[config.mk]
export PLATFORM = sky130hd
export DESIGN_NAME = multicycle_ctrl
export DESIGN_NICKNAME = d
export VERILOG_FILES = /design/src/rtl/multicycle_ctrl.sv
export SDC_FILE = /design/constraint.sdc
export NUM_CORES = 1
export LEC_CHECK = 0
export ABC_CLOCK_PERIOD_IN_PS = 4600
export BUFFER_PORTS_ARGS = -buffer_cell sky130_fd_sc_hd__buf_4
export CAP_MARGIN = 10
export CORE_MARGIN = 3
export CORE_UTILIZATION = 53
export DETAILED_ROUTE_END_ITERATION = 10
export GPL_TIMING_DRIVEN = 0
export PLACE_DENSITY_LB_ADDON = 0.1
export SYNTH_ARGS = -nofsm -noshare
export SYNTH_HDL_FRONTEND = slang
export SYNTH_SLANG_ARGS = --single-unit
[constraint.sdc]
create_clock -name clk -period 4.6 [get_ports clk]
set_input_delay 0.23 -clock clk [delete_from_list [all_inputs] [get_ports clk]]
set_output_delay 0.23 -clock clk [all_outputs]
set_load 0.01 [all_outputs]
[src/rtl/multicycle_ctrl.sv]
// multicycle_ctrl
//   Control FSM for a multicycle MIPS datapath with one shared memory port.
//   It decodes opcode/funct and drives the ALU operation plus every datapath
//   enable and mux select. Supported instructions: lw, sw, R-type
//   (add/sub/and/or/slt), beq, addi and j.
//
// Ports
//   clk, rst       clock (rising edge) and asynchronous active-high reset
//   opcode, funct  IR[31:26] and IR[5:0]; expected to be held stable by the IR
//   zero           ALU zero flag, used for beq
//   mem_ready      memory access completes in this cycle
//   alu_control    000 and, 001 or, 010 add, 110 sub, 111 slt
//   alu_src_a      0 = PC, 1 = regA
//   alu_src_b      00 = regB, 01 = 4, 10 = signimm, 11 = signimm<<2
//   pc_src         00 = ALU result, 01 = ALUOut, 10 = jump target
//   iord, ir_write, mem_write, reg_dst, mem_to_reg, reg_write, branch,
//   pc_write       single-bit datapath controls
//   pc_en          pc_write | (branch & zero)
//   illegal        one-cycle pulse on an unknown opcode or funct
//   mem_err        one-cycle pulse when a memory access times out
//   state          current state code, for debug and checkers
//
// Memory handshake: the controller holds its request (iord/mem_write/ir_write
// intent) for as long as it sits in FETCH, MEMRD or MEMWR. A cycle with
// mem_ready=1 in one of those states completes the access and the FSM moves
// on at the next rising edge. mem_ready in any other state is ignored.
// If mem_ready has not been seen by the MEM_TIMEOUT-th cycle of a wait, that
// cycle raises mem_err, suppresses all enables and returns to FETCH (the PC
// was not written, so the same instruction is refetched). mem_ready arriving
// in that very cycle still completes normally.

module multicycle_ctrl #(
  parameter int MEM_TIMEOUT = 255
) (
  input  logic       clk,
  input  logic       rst,
  input  logic [5:0] opcode,
  input  logic [5:0] funct,
  input  logic       zero,
  input  logic       mem_ready,
  output logic [2:0] alu_control,
  output logic       alu_src_a,
  output logic [1:0] alu_src_b,
  output logic [1:0] pc_src,
  output logic       iord,
  output logic       ir_write,
  output logic       mem_write,
  output logic       reg_dst,
  output logic       mem_to_reg,
  output logic       reg_write,
  output logic       branch,
  output logic       pc_write,
  output logic       pc_en,
  output logic       illegal,
  output logic       mem_err,
  output logic [3:0] state
);

  typedef enum logic [3:0] {
    S_RST    = 4'd0,
    S_FETCH  = 4'd1,
    S_DECODE = 4'd2,
    S_MEMADR = 4'd3,
    S_MEMRD  = 4'd4,
    S_MEMWB  = 4'd5,
    S_MEMWR  = 4'd6,
    S_EXEC   = 4'd7,
    S_ALUWB  = 4'd8,
    S_BRANCH = 4'd9,
    S_ADDIEX = 4'd10,
    S_ADDIWB = 4'd11,
    S_JUMP   = 4'd12
  } state_t;

  localparam logic [5:0] OP_RTYPE = 6'b000000;
  localparam logic [5:0] OP_LW    = 6'b100011;
  localparam logic [5:0] OP_SW    = 6'b101011;
  localparam logic [5:0] OP_BEQ   = 6'b000100;
  localparam logic [5:0] OP_ADDI  = 6'b001000;
  localparam logic [5:0] OP_J     = 6'b000010;

  localparam logic [5:0] FN_ADD = 6'b100000;
  localparam logic [5:0] FN_SUB = 6'b100010;
  localparam logic [5:0] FN_AND = 6'b100100;
  localparam logic [5:0] FN_OR  = 6'b100101;
  localparam logic [5:0] FN_SLT = 6'b101010;

  localparam logic [2:0] ALU_AND = 3'b000;
  localparam logic [2:0] ALU_OR  = 3'b001;
  localparam logic [2:0] ALU_ADD = 3'b010;
  localparam logic [2:0] ALU_SUB = 3'b110;
  localparam logic [2:0] ALU_SLT = 3'b111;

  localparam logic [7:0] WAIT_LAST = 8'(MEM_TIMEOUT - 1);

  state_t     cur_state;
  state_t     state_next;
  logic [7:0] wait_cnt;
  logic       wait_state;
  logic       timeout;
  logic       funct_known;

  assign state = cur_state;

  assign wait_state = (cur_state == S_FETCH) || (cur_state == S_MEMRD) ||
                      (cur_state == S_MEMWR);
  assign timeout    = wait_state && !mem_ready && (wait_cnt == WAIT_LAST);

  always_comb begin
    funct_known = 1'b0;
    case (funct)
      FN_ADD, FN_SUB, FN_AND, FN_OR, FN_SLT: funct_known = 1'b1;
      default:                               funct_known = 1'b0;
    endcase
  end

  // State register
  always_ff @(posedge clk or posedge rst) begin
    if (rst) cur_state <= S_RST;
    else     cur_state <= state_next;
  end

  // Wait counter: any state change or a timeout counts as a fresh entry,
  // which also covers the FETCH -> FETCH restart after a timeout.
  always_ff @(posedge clk or posedge rst) begin
    if (rst) begin
      wait_cnt <= 8'd0;
    end else if ((state_next != cur_state) || timeout) begin
      wait_cnt <= 8'd0;
    end else if (wait_state && !mem_ready) begin
      wait_cnt <= wait_cnt + 8'd1;
    end
  end

  // Next state and outputs
  always_comb begin
    state_next  = cur_state;
    alu_control = 3'b000;
    alu_src_a   = 1'b0;
    alu_src_b   = 2'b00;
    pc_src      = 2'b00;
    iord        = 1'b0;
    ir_write    = 1'b0;
    mem_write   = 1'b0;
    reg_dst     = 1'b0;
    mem_to_reg  = 1'b0;
    reg_write   = 1'b0;
    branch      = 1'b0;
    pc_write    = 1'b0;
    illegal     = 1'b0;
    mem_err     = 1'b0;

    case (cur_state)
      S_RST: begin
        state_next = S_FETCH;
      end

      S_FETCH: begin
        iord        = 1'b0;
        alu_src_a   = 1'b0;
        alu_src_b   = 2'b01;
        alu_control = ALU_ADD;
        if (mem_ready) begin
          ir_write   = 1'b1;
          pc_write   = 1'b1;
          pc_src     = 2'b00;
          state_next = S_DECODE;
        end else if (timeout) begin
          mem_err    = 1'b1;
          state_next = S_FETCH;
        end
      end

      S_DECODE: begin
        alu_src_a   = 1'b0;
        alu_src_b   = 2'b11;
        alu_control = ALU_ADD;
        case (opcode)
          OP_LW, OP_SW: state_next = S_MEMADR;
          OP_RTYPE:     state_next = S_EXEC;
          OP_BEQ:       state_next = S_BRANCH;
          OP_ADDI:      state_next = S_ADDIEX;
          OP_J:         state_next = S_JUMP;
          default: begin
            illegal    = 1'b1;
            state_next = S_FETCH;
          end
        endcase
      end

      S_MEMADR: begin
        alu_src_a   = 1'b1;
        alu_src_b   = 2'b10;
        alu_control = ALU_ADD;
        state_next  = (opcode == OP_LW) ? S_MEMRD : S_MEMWR;
      end

      S_MEMRD: begin
        iord = 1'b1;
        if (mem_ready) begin
          state_next = S_MEMWB;
        end else if (timeout) begin
          mem_err    = 1'b1;
          state_next = S_FETCH;
        end
      end

      S_MEMWB: begin
        reg_dst    = 1'b0;
        mem_to_reg = 1'b1;
        reg_write  = 1'b1;
        state_next = S_FETCH;
      end

      S_MEMWR: begin
        iord = 1'b1;
        if (mem_ready) begin
          mem_write  = 1'b1;
          state_next = S_FETCH;
        end else if (timeout) begin
          // Abort: drop the write strobe so the timed-out store has no effect.
          mem_err    = 1'b1;
          state_next = S_FETCH;
        end else begin
          mem_write = 1'b1;
        end
      end

      S_EXEC: begin
        alu_src_a = 1'b1;
        alu_src_b = 2'b00;
        case (funct)
          FN_ADD:  alu_control = ALU_ADD;
          FN_SUB:  alu_control = ALU_SUB;
          FN_AND:  alu_control = ALU_AND;
          FN_OR:   alu_control = ALU_OR;
          FN_SLT:  alu_control = ALU_SLT;
          default: alu_control = ALU_ADD;
        endcase
        state_next = S_ALUWB;
      end

      S_ALUWB: begin
        reg_dst    = 1'b1;
        mem_to_reg = 1'b0;
        reg_write  = funct_known;
        illegal    = !funct_known;
        state_next = S_FETCH;
      end

      S_BRANCH: begin
        alu_src_a   = 1'b1;
        alu_src_b   = 2'b00;
        alu_control = ALU_SUB;
        branch      = 1'b1;
        pc_src      = 2'b01;
        state_next  = S_FETCH;
      end

      S_ADDIEX: begin
        alu_src_a   = 1'b1;
        alu_src_b   = 2'b10;
        alu_control = ALU_ADD;
        state_next  = S_ADDIWB;
      end

      S_ADDIWB: begin
        reg_dst    = 1'b0;
        mem_to_reg = 1'b0;
        reg_write  = 1'b1;
        state_next = S_FETCH;
      end

      S_JUMP: begin
        pc_src     = 2'b10;
        pc_write   = 1'b1;
        state_next = S_FETCH;
      end

      // Codes 13-15 are unreachable; recover to FETCH with outputs idle.
      default: begin
        state_next = S_FETCH;
      end
    endcase
  end

  assign pc_en = pc_write | (branch & zero);

endmodule

======== After elaboration in Yosys (flattened, before gate mapping) ========
Cells that the tools add are included.
Widths: inputs -> output; s select.
operators by class
  add/subtract/negate cells ............... 1
  eq/ne operators ......................... 24
  muxes and demuxes ....................... 31
  bitwise gates (word level) .............. 2
  reduce and logical (&&, ||, !) cells .... 18
operators with widths
  cell                 count
  $eq 6x6->1 const B   7
  $pmux 4 s7           1
  $eq 4x4->1 const B   5
  $pmux 4 s5           1
  $eq 4x3->1 const B   4
  $mux 4               4
  $mux 8               2
  $mux 1               15
  $pmux 3 s4           1
  $pmux 3 s3           1
  $add 8x1->8 const B  1
  $eq 4x2->1 const B   2
  $eq 8x8->1 const B   1
  $reduce_or 2->1      4
  $reduce_or 4->1      2
  $eq 6x2->1 const B   1
  $eq 6x3->1 const B   1
  $eq 6x4->1 const B   1
  $logic_not 6->1      1
  $pmux 1 s2           3
  $pmux 2 s3           1
  $reduce_or 6->1      1
  $reduce_or 5->1      1
  $eq 4x1->1 const B   1
  10 further kinds     14
word-level totals
  flip-flop bits (word level) ............. 12
  input port bits ......................... 16
  output and inout bits ................... 23
  logic and storage cells ................. 78

======== Logic depth before layout (Yosys ltp) ========
Gate-level depths: netlist of run 1.
  word-level depth ........................ 11
  depth in mapped cells ................... 8

======== Least setup slack after synthesis of run 1 ========
OpenSTA, ideal clock, no wires.
  kind .................................... reg2reg
  start point ............................. reg cur_state[0], in the netlist state[0]
  end point ............................... reg wait_cnt[1]
  library setup time ...................... 0.087 ns
  arrival time ............................ 1.958 ns
  setup slack ............................. 2.555 ns
  cell stages (with the launch flop) ...... 8
  path through ............................ dfrtp_1 buf_2 or3b_1 a21oi_2 and2_0 or4b_1 buf_2 a211oi_2
between the ends
  cells in the longest elaborated chain, start to end .. 11
  elaborated cells between the ends (all ways) .. 20
  those cells by class .................... eq/ne (8); mux (6); reduce/logical (6)
ends and longest elaborated chain
  what                                         RTL line       RTL
  start, declared                              96             state_t cur_state;
  start signal, assigned                       120            else cur_state <= state_next;
  $eq 4x1->1 or $eq 4x3->1 (tied branches)     105, 153
  $logic_or 1x1->1 (2 in series)               105            assign wait_state = (cur_state == S_FETCH) || (cur_state == S_MEMRD) ||
  $logic_and 1x1->1                            107, 130
  $logic_and 1x1->1                            107            assign timeout = wait_state && !mem_ready && (wait_cnt == WAIT_LAST);
  $mux 4                                       168, 202, 220
  $mux 4, on equally long branches             217, 163, 200
  $pmux 4 s7                                   153            case (cur_state)
  $ne 4x4->1                                   128            end else if ((state_next != cur_state) || timeout) begin
  $logic_or 1x1->1                             128
  $mux 8 or $reduce_bool 2->1 (tied branches)  --
  end signal, assigned                         131            wait_cnt <= wait_cnt + 8'd1;
  end, declared                                98             logic [7:0] wait_cnt;
Several ways; a longest one is shown, not always the timed one.
A chain may end at the register's enable or synchronous reset.

======== Worst setup path after layout of run 1 ========
  start point ............................. reg cur_state[0], in the netlist state[0]
  end point ............................... out mem_write
between the ends
  cells in the longest elaborated chain, start to end .. 8
  elaborated cells between the ends (all ways) .. 10
  those cells by class .................... eq/ne (3); mux (3); reduce/logical (4)
ends and longest elaborated chain
  what                                      RTL line  RTL
  $eq 4x1->1 or $eq 4x3->1 (tied branches)  105
  $logic_or 1x1->1 (2 in series)            105
  $logic_and 1x1->1 (2 in series)           107
  $mux 1                                    220       end else if (timeout) begin
  $mux 1                                    217       if (mem_ready) begin
  $mux 1 (*)                                153
  end, declared                             47        output logic mem_write,
Every way passes the cells marked *; elsewhere a longest branch is shown, timed or not.

==> results of run 1 <==
## metrics by stage
stage	utilization	area [um2]	cells	total power, uW
3_3_place_gp	0.728	1440	214	582
6_report	0.751	1490	219	679
2_1_floorplan	-	1130	150	429
3_5_place_dp	0.728	1440	214	592
5_1_grt	0.751	1490	219	735
4_1_cts	0.751	1490	219	676
## path summary, 6_finish.rpt
path	startpoint	end	slack [ns]	cells after the start
worst min-delay path	mem_ready	state[1]	0.24	2
min in group asynchronous	rst	wait_cnt[4]	0.51	3
max in group asynchronous	rst	wait_cnt[1]	3.79	3
worst max-delay path	state[0]	mem_write	2.18	6
worst min register to register	wait_cnt[7]	wait_cnt[7]	0.55	2
worst max register to register	state[0]	wait_cnt[4]	2.41	7
## critical path, stage by stage (launching register included)
cell     delay [ns]
dfrtp_1        0.36
buf_2          0.18
or3b_1         0.41
a21oi_2        0.36
and2_0         0.34
nor3_1         0.10
buf_4          0.15
## cell families (layout without fill, tap and decap cells)
kind of cell,Yosys count,count (layout),share of synthesized area
AND/OR/NAND/NOR,72,72,0.331
AO/OA/AOI/OAI,36,36,0.229
buffers and inverters,18,60,0.0741
flip-flops,12,12,0.265
XOR/XNOR,9,9,0.0697
adder cells (fa/ha/maj),2,2,0.0221
multiplexers,1,1,0.00885
## repair_timing
| item | in CTS | in global routing |
|---|---|---|
| setup buffers | 0 | 0 |
| hold buffers | 1 | 0 |
| hold endpoints to repair | 12 | 0 |
## per-layer routing
layer  wire length, um  share of wire  up-vias  GRT usage
met2              1560           0.50       60      0.412
met4                99          0.032        0      0.153
met1              1260           0.40      605      0.308
li1                  -              -      638          -
met3               199          0.064       10     0.0228
met5                 0              0        -          0
## sequential cells by signal, summed over array words and instances, names as in the netlist
signal    flops
state         4
wait_cnt      8
## placed cells by master (no fill, tap or decap), types with 2 or more instances in the layout
| cell | n |
|---|---|
| nand2b_1 | 3 |
| o21ai_0 | 5 |
| or2_2 | 3 |
| a21oi_1 | 4 |
| o22ai_1 | 5 |
| dfrtp_1 | 12 |
| nor4b_1 | 2 |
| nand2_1 | 14 |
| a31oi_1 | 2 |
| nor3_1 | 8 |
| xor2_1 | 8 |
| nand3_1 | 6 |
| nor2_1 | 21 |
| o211ai_1 | 2 |
| clkbuf_4 | 3 |
| nand4_1 | 5 |
| buf_2 | 4 |
| and3_1 | 2 |
| buf_4 | 38 |
| clkbuf_1 | 2 |
| a211oi_1 | 4 |
| ha_1 | 2 |
| inv_1 | 9 |
## area by class of cell
cell class | count | share of cell area
repair buffers | 38 | 0.193
well taps | 27 | 0.0227
plain buffers | 9 | 0.0336
clock buffers | 4 | 0.0244
flip-flops and latches | 12 | 0.202
multi-input cells | 120 | 0.502
inverters | 9 | 0.0227
## where the power goes
group	total [uW]	switching, uW	internal, uW
clock network	83.3	35.1	48.2
registers	149	23.3	126
logic	446	255	191
==> flow_summary.yaml, run 1 <==
floorplanning:
  die_w_um: 52.2
  die_h_um: 52.2
  row_count: 16
  ioPinCount: 39
  core_um2: 1980
  start_util: 0.571
  die_area_um2: 2720
timing:
  tightest_slew_ns: 0.437
  rsz0062_at_grt: "false"
  drv_slew: 0
  finalSetupViolCount: 0
  fin_skew_ns: 0.00121
  period_needed_ns: 2.42
  finalHoldViolCount: 0
  worst_slack_ns: 2.18
  fmax_ghz: 0.414
  fin_tns_setup_ns: 0
  fin_crit_sh: 0.525
  maxSlewHeadroom: 0.705
  hold_slack_ns: 0.241
logic_synthesis:
  synth.net_count: 168
  ys_warn_count: 0
  synth-seq-cells: 12
  syn_inst: 150
  ys.flop_type: "dfrtp_1"
  synth.largest_area_cell: "dfrtp_1"
  avgSynthCellArea_um2: 7.54
  netlist-cell-type-count: 48
  synth_edf_count: 0
  netlist_area_um2: 1130
  postSynth.asyncResetShare: 1.00
  post-synth-top-count-cell: "nor2_1"
  synthTopCellsByCount: "21 x nor2_1, 14 x nand2_1, 12 x dfrtp_1"
  yosysTopAreaCellShare: 0.265
  synth.area.top_cells: "dfrtp_1 27%, nor2_1 7.0%, xor2_1 6.2%"
  ys_seq_area_frac: 0.265
route:
  wl_um: 3110
  routed_via_density: 6.00
  drc: 0
  avgRoutedWirePerCell_um: 14.2
  first_pass_iters: 4
  drt_iter0_markers: 41
  vias: 1313
  ant_nets: 0
run:
  cap_violations: 0
grt:
  grt_usage: 0.248
  grt_pass1_wl_um: 5090
  overflow: 0
  antenna_found_initial: 0
  grt_pass1_vias: 1186
  grt_max_degree: 13
clock_tree:
  cts_tree: "built"
  clockBufferDepth: 2
  clock_latency_ns: 0.27
  cts.sinks: 12
  clk_pin_slew_worst_paths_ns: 0.07
  cts.htree.levels: 1
  ctsRootBufferMaster: "clkbuf_4"
  cts_buffers: 3
  ctsResizeCount: 0
placed_design:
  place_ws_ns: 2.44
  finalWeightedCongestion: 0.871
  dp_hpwl_um: 2440
  io_buffers: 37
finish:
  antenna_cells: 0
  multiInputGateArea_um2: 747
  nNetsFinal: 211
  syn2layout_area_growth_pct: 31.6
  fillers: 165
  seqCellArea_um2: 300
  layout-drive-gt1-share: 0.276
critical_path:
  worstPathRequired_ns: 4.37
  endpoint_kind: "output port"
  worstPathMaxFanout: 8
  cp.arrival_ns: 2.19
  setup.worst_path.class: "reg -> out"
  cp-start-kind: "flop"
power_and_ir_drop:
  max-vdd-ir-drop_uv: 275
  p_leak_uw: 0.000676
  pwr_density_cell_nw_per_um2: 456
outcome:
  outcome: "finished, final reports clean"
worst_hold_path:
  min_path_type: "in -> reg"
Power figures use the tool's default switching activity.
==> inputs of run 2 (changes only) <==
ABC_CLOCK_PERIOD_IN_PS = 2100   (was 4600)
CORE_UTILIZATION = 45   (was 53)
clock period = 2.1 ns   (was 4.6 ns; I/O delays follow)
==> flow_summary.yaml, run 2 (synthesis results as in run 1) <==
outcome:
  outcome: "finished, final reports clean"
timing:
  fin_crit_sh: 0.968
  tightest_slew_ns: 0.448
  rsz0062_at_grt: "false"
  period_needed_ns: 2.03
  finalSetupViolCount: 0
  drv_slew: 0
  worst_slack_ns: 0.0662
  fin_tns_setup_ns: 0
  hold_slack_ns: 0.104
  fin_skew_ns: 0.00164
  maxSlewHeadroom: 0.701
  fmax_ghz: 0.492
  finalHoldViolCount: 0
critical_path:
  max_stage_delay_ns: 0.49
  endpoint_kind: "flop"
  worstPathMaxFanout: 10
  slowest_stage: "dfrtp_1"
  crit_path_cell_trace: "buf_2, a31oi_1, o311ai_1, or4b_1, buf_4, a211oi_2"
  cp-start-kind: "flop"
  worstPathRequired_ns: 2.29
  setup.worst_path.class: "reg -> reg"
  cp.arrival_ns: 2.22
power_and_ir_drop:
  p_int_uw: 823
  p_switching_uw: 703
  pwr-share-comb: 0.653
  swShare: 0.461
  pwr_density_cell_nw_per_um2: 1010
  max-vdd-ir-drop_uv: 721
  seq_power_share: 0.228
  p_clk_frac: 0.119
  p_leak_uw: 0.000684
finish:
  syn2layout_area_growth_pct: 33.4
  largest_reg_flops: 8
  antenna_cells: 0
  top_register: "wait_cnt"
  layout-drive-gt1-share: 0.298
  mostFrequentLayoutCell: "buf_4"
  fin_cells: 219
  multiInputGateArea_um2: 767
  fillers: 200
  layout_common_cells: "39 x buf_4, 21 x nor2_1, 14 x nand2_1, 12 x dfrtp_1, 9 x inv_1"
  fin_util: 0.657
  seqCellArea_um2: 300
  nNetsFinal: 210
grt:
  grt_pass1_wl_um: 5180
  grt_pass1_vias: 1178
  grt_max_degree: 13
  antenna_found_initial: 0
  grt_usage: 0.201
  overflow: 0
floorplanning:
  die_area_um2: 3150
  row_count: 17
  core_um2: 2300
  start_util: 0.492
  die_w_um: 56.1
  die_h_um: 56.1
  ioPinCount: 39
route:
  first_pass_iters: 4
  vias: 1316
  routed_via_density: 6.01
  wl_um: 3200
  ant_nets: 0
  drc: 0
  avgRoutedWirePerCell_um: 14.6
  drt_iter0_markers: 54
clock_tree:
  cts_buffers: 3
  cts.htree.levels: 1
  clock_latency_ns: 0.27
  post_cts_buffers: 0
  cts.sinks: 12
  clk_pin_slew_worst_paths_ns: 0.07
  cts_tree: "built"
  clockBufferDepth: 2
  ctsRootBufferMaster: "clkbuf_4"
placed_design:
  dp_hpwl_um: 2510
  io_buffers: 37
  placedCellCount: 215
  place_ws_ns: -0.0664
  finalWeightedCongestion: 0.840
worst_hold_path:
  min_path_type: "in -> reg"
run:
  cap_violations: 0
## run 2: cell count changes in the layout (fill, tap and decap cells not counted)
cell      before  now
a21oi_4        0    1
or3b_1         1    0
and2_4         0    1
or3b_4         0    1
and2_0         1    0
buf_2          4    2
clkbuf_2       0    1
clkbuf_1       2    1
nand2b_2       0    1
nor3b_1        1    0
nor3b_2        0    1
nand2b_1       3    2
a21oi_2        1    0
buf_4         38   39
## run 2: path summary, 6_finish.rpt
path / to / cells after the start / startpoint / slack (ns)
min in group asynchronous: state[0] / 3 / rst / 0.40
worst max register to register: wait_cnt[1] / 6 / state[2] / 0.07
max in group asynchronous: wait_cnt[5] / 3 / rst / 1.39
worst min register to register: wait_cnt[7] / 2 / wait_cnt[7] / 0.56
worst min-delay path: state[1] / 2 / mem_ready / 0.10
worst max-delay path: wait_cnt[1] / 6 / state[2] / 0.07
## run 2: timing repair
item / CTS / global route
endpoints found under the setup margin: 10 / 3
gates resized for setup: 6 / 4
endpoints found under the hold margin: 12 / 0
hold buffers: 1 / 0
## run 2: routing by layer
layer / track usage / part of all wire / vias up
li1: - / - / 632
met1: 0.263 / 0.45 / 617
met2: 0.324 / 0.46 / 67
met3: 0.0650 / 0.088 / 0
met4: 0.0407 / 0 / 0
met5: 0 / 0 / -
## run 2: final cells by class
class | instances | area share
multi-input combinational | 120 | 0.508
sequential | 12 | 0.199
timing repair buffer | 38 | 0.191
buffer | 8 | 0.0323
clock buffer | 4 | 0.0240
tap | 28 | 0.0232
inverter | 9 | 0.0224
## run 2: critical path: cells and delay by family, from the launching register on
family	cells	cell delay (ns)
DFF	1	0.49
buffers and inverters	2	0.45
AOI/OAI and AO/OA	3	0.55
and+or+nand+nor	1	0.46
## run 2: stage by stage
stage	power (uW)	instance area (um2)
floorplan	940	1130
finish	1530	1510
global route	1630	1510
global placement	1280	1440
detailed placement	1300	1440
CTS	1520	1510
## run 2: power by group through the flow
stage	clock [uW]	combinational (uW)	sequential, uW
2_1_floorplan	0	609	331
3_3_place_gp	0	958	325
3_5_place_dp	0	969	327
4_1_cts	186	1010	324
5_1_grt	200	1080	353
6_report	182	996	349
==> inputs of run 3 (changes only) <==
MAX_ROUTING_LAYER = met4   (was unset)
PLACE_DENSITY = 0.74   (was unset)
PLACE_DENSITY_LB_ADDON = unset   (was 0.1)
==> flow_summary.yaml, run 3 (synthesis results as in run 1) <==
floorplanning:
  ioPinCount: 39
  die_h_um: 56.1
  die_area_um2: 3150
  start_util: 0.492
  die_w_um: 56.1
  row_count: 17
  core_um2: 2300
clock_tree:
  clock_latency_ns: 0.29
  cts.htree.levels: 1
  cts_buffers: 3
  clockBufferDepth: 2
  cts_tree: "built"
  clk_pin_slew_worst_paths_ns: 0.08
  cts.sinks: 12
  ctsRootBufferMaster: "clkbuf_4"
critical_path:
  cp.arrival_ns: 1.89
  worstPathRequired_ns: 2.00
  startpoint: "state[0]"
  cp-start-kind: "flop"
  endpoint_kind: "output port"
  rr_startpoint: "state[3]"
  setup.worst_path.class: "reg -> out"
  worstPathMaxFanout: 9
placed_design:
  io_buffers: 37
  placedCellCount: 215
  place_area_um2: 1440
  finalWeightedCongestion: 0.964
  dp_hpwl_um: 2460
timing:
  fmax_ghz: 0.500
  finalHoldViolCount: 0
  tightest_slew_ns: 0.598
  period_needed_ns: 2.00
  fin_crit_sh: 0.952
  drv_slew: 0
  maxSlewHeadroom: 0.596
  finalSetupViolCount: 0
  fin_tns_setup_ns: 0
  fin_skew_ns: 0.00447
route:
  vias: 1321
  routed_via_density: 6.00
  drt_iter0_markers: 69
  ant_nets: 0
  first_pass_iters: 7
  wl_um: 3280
  avgRoutedWirePerCell_um: 14.9
  drc: 0
finish:
  nNetsFinal: 211
  syn2layout_area_growth_pct: 35.7
  fin_area_um2: 1540
  antenna_cells: 0
  largest_reg_flops: 8
  fin_cells: 220
  top_register: "wait_cnt"
  mostFrequentLayoutCell: "buf_4"
  layout-drive-gt1-share: 0.333
  layout_common_cells: "39 x buf_4, 21 x nor2_1, 13 x nand2_1, 10 x dfrtp_1, 9 x inv_1"
  fillers: 185
power_and_ir_drop:
  max-vdd-ir-drop_uv: 671
  pwr_density_cell_nw_per_um2: 1040
  power_uw: 1590
  p_leak_uw: 0.000695
grt:
  grt_max_degree: 13
  grt_pass1_wl_um: 5430
  overflow: 0
  grt_usage: 0.218
  antenna_found_initial: 0
  grt_pass1_vias: 1205
worst_hold_path:
  min_from: "mem_ready"
  min_path_type: "in -> reg"
run:
  cap_violations: 0
outcome:
  outcome: "finished, final reports clean"
## run 3: final timing paths
kind,cells after the start,to,slack (ns)
min in group asynchronous,3,state[3],0.38
min,2,state[1],0.08
max,5,mem_write,0.10
min reg2reg,2,wait_cnt[7],0.55
max reg2reg,6,wait_cnt[1],0.12
max in group asynchronous,3,state[2],1.39
## run 3: power by group
part	internal [uW]	switching [uW]	total, uW
logic	478	576	1050
clock network	106	85.1	191
registers	279	68.2	347
total	862	729	1590
## run 3: repair_timing
action	CTS	global route
hold endpoints to repair	12	0
pin swaps	0	1
buffers inserted	0	1
gates resized for setup	5	13
setup endpoints to repair	10	6
hold buffers	1	0
## run 3: per-stage QoR
| step | utilization | hold slack, ns | setup WS, ns |
|---|---|---|---|
| 6_report | 0.668 | 0.0777 | 0.101 |
| 5_1_grt | 0.668 | 0.0715 | -0.00740 |
| 4_1_cts | 0.654 | 0.0697 | 0.0116 |
| 3_5_place_dp | 0.629 | 0.150 | -0.0921 |
| 3_3_place_gp | 0.629 | 0.138 | -0.0747 |
| 2_1_floorplan | - | -0.0303 | 0.0549 |
## run 3: worst max-delay path, cell delays in order, from the launching register on
cell     delay (ns)
dfrtp_2        0.45
or3b_4         0.44
a21oi_4        0.27
and2_4         0.24
nor3_1         0.06
buf_4          0.14
## run 3: cell type report
type | count | area (um2) | area share
plain buffers | 8 | 53.8 | 0.0350
clock buffers | 4 | 36.3 | 0.0236
inverters | 9 | 33.8 | 0.0220
multi-input cells | 120 | 778 | 0.507
flip-flops and latches | 12 | 303 | 0.197
well taps | 28 | 35.0 | 0.0228
repair buffers | 39 | 295 | 0.192
## run 3: routing by layer
| layer | global-route usage | vias up | share of wire |
|---|---|---|---|
| met5 | - | - | 0 |
| met2 | 0.317 | 71 | 0.44 |
| met3 | 0.0325 | 10 | 0.093 |
| li1 | - | 631 | - |
| met4 | 0.0746 | 0 | 0.021 |
| met1 | 0.307 | 609 | 0.45 |
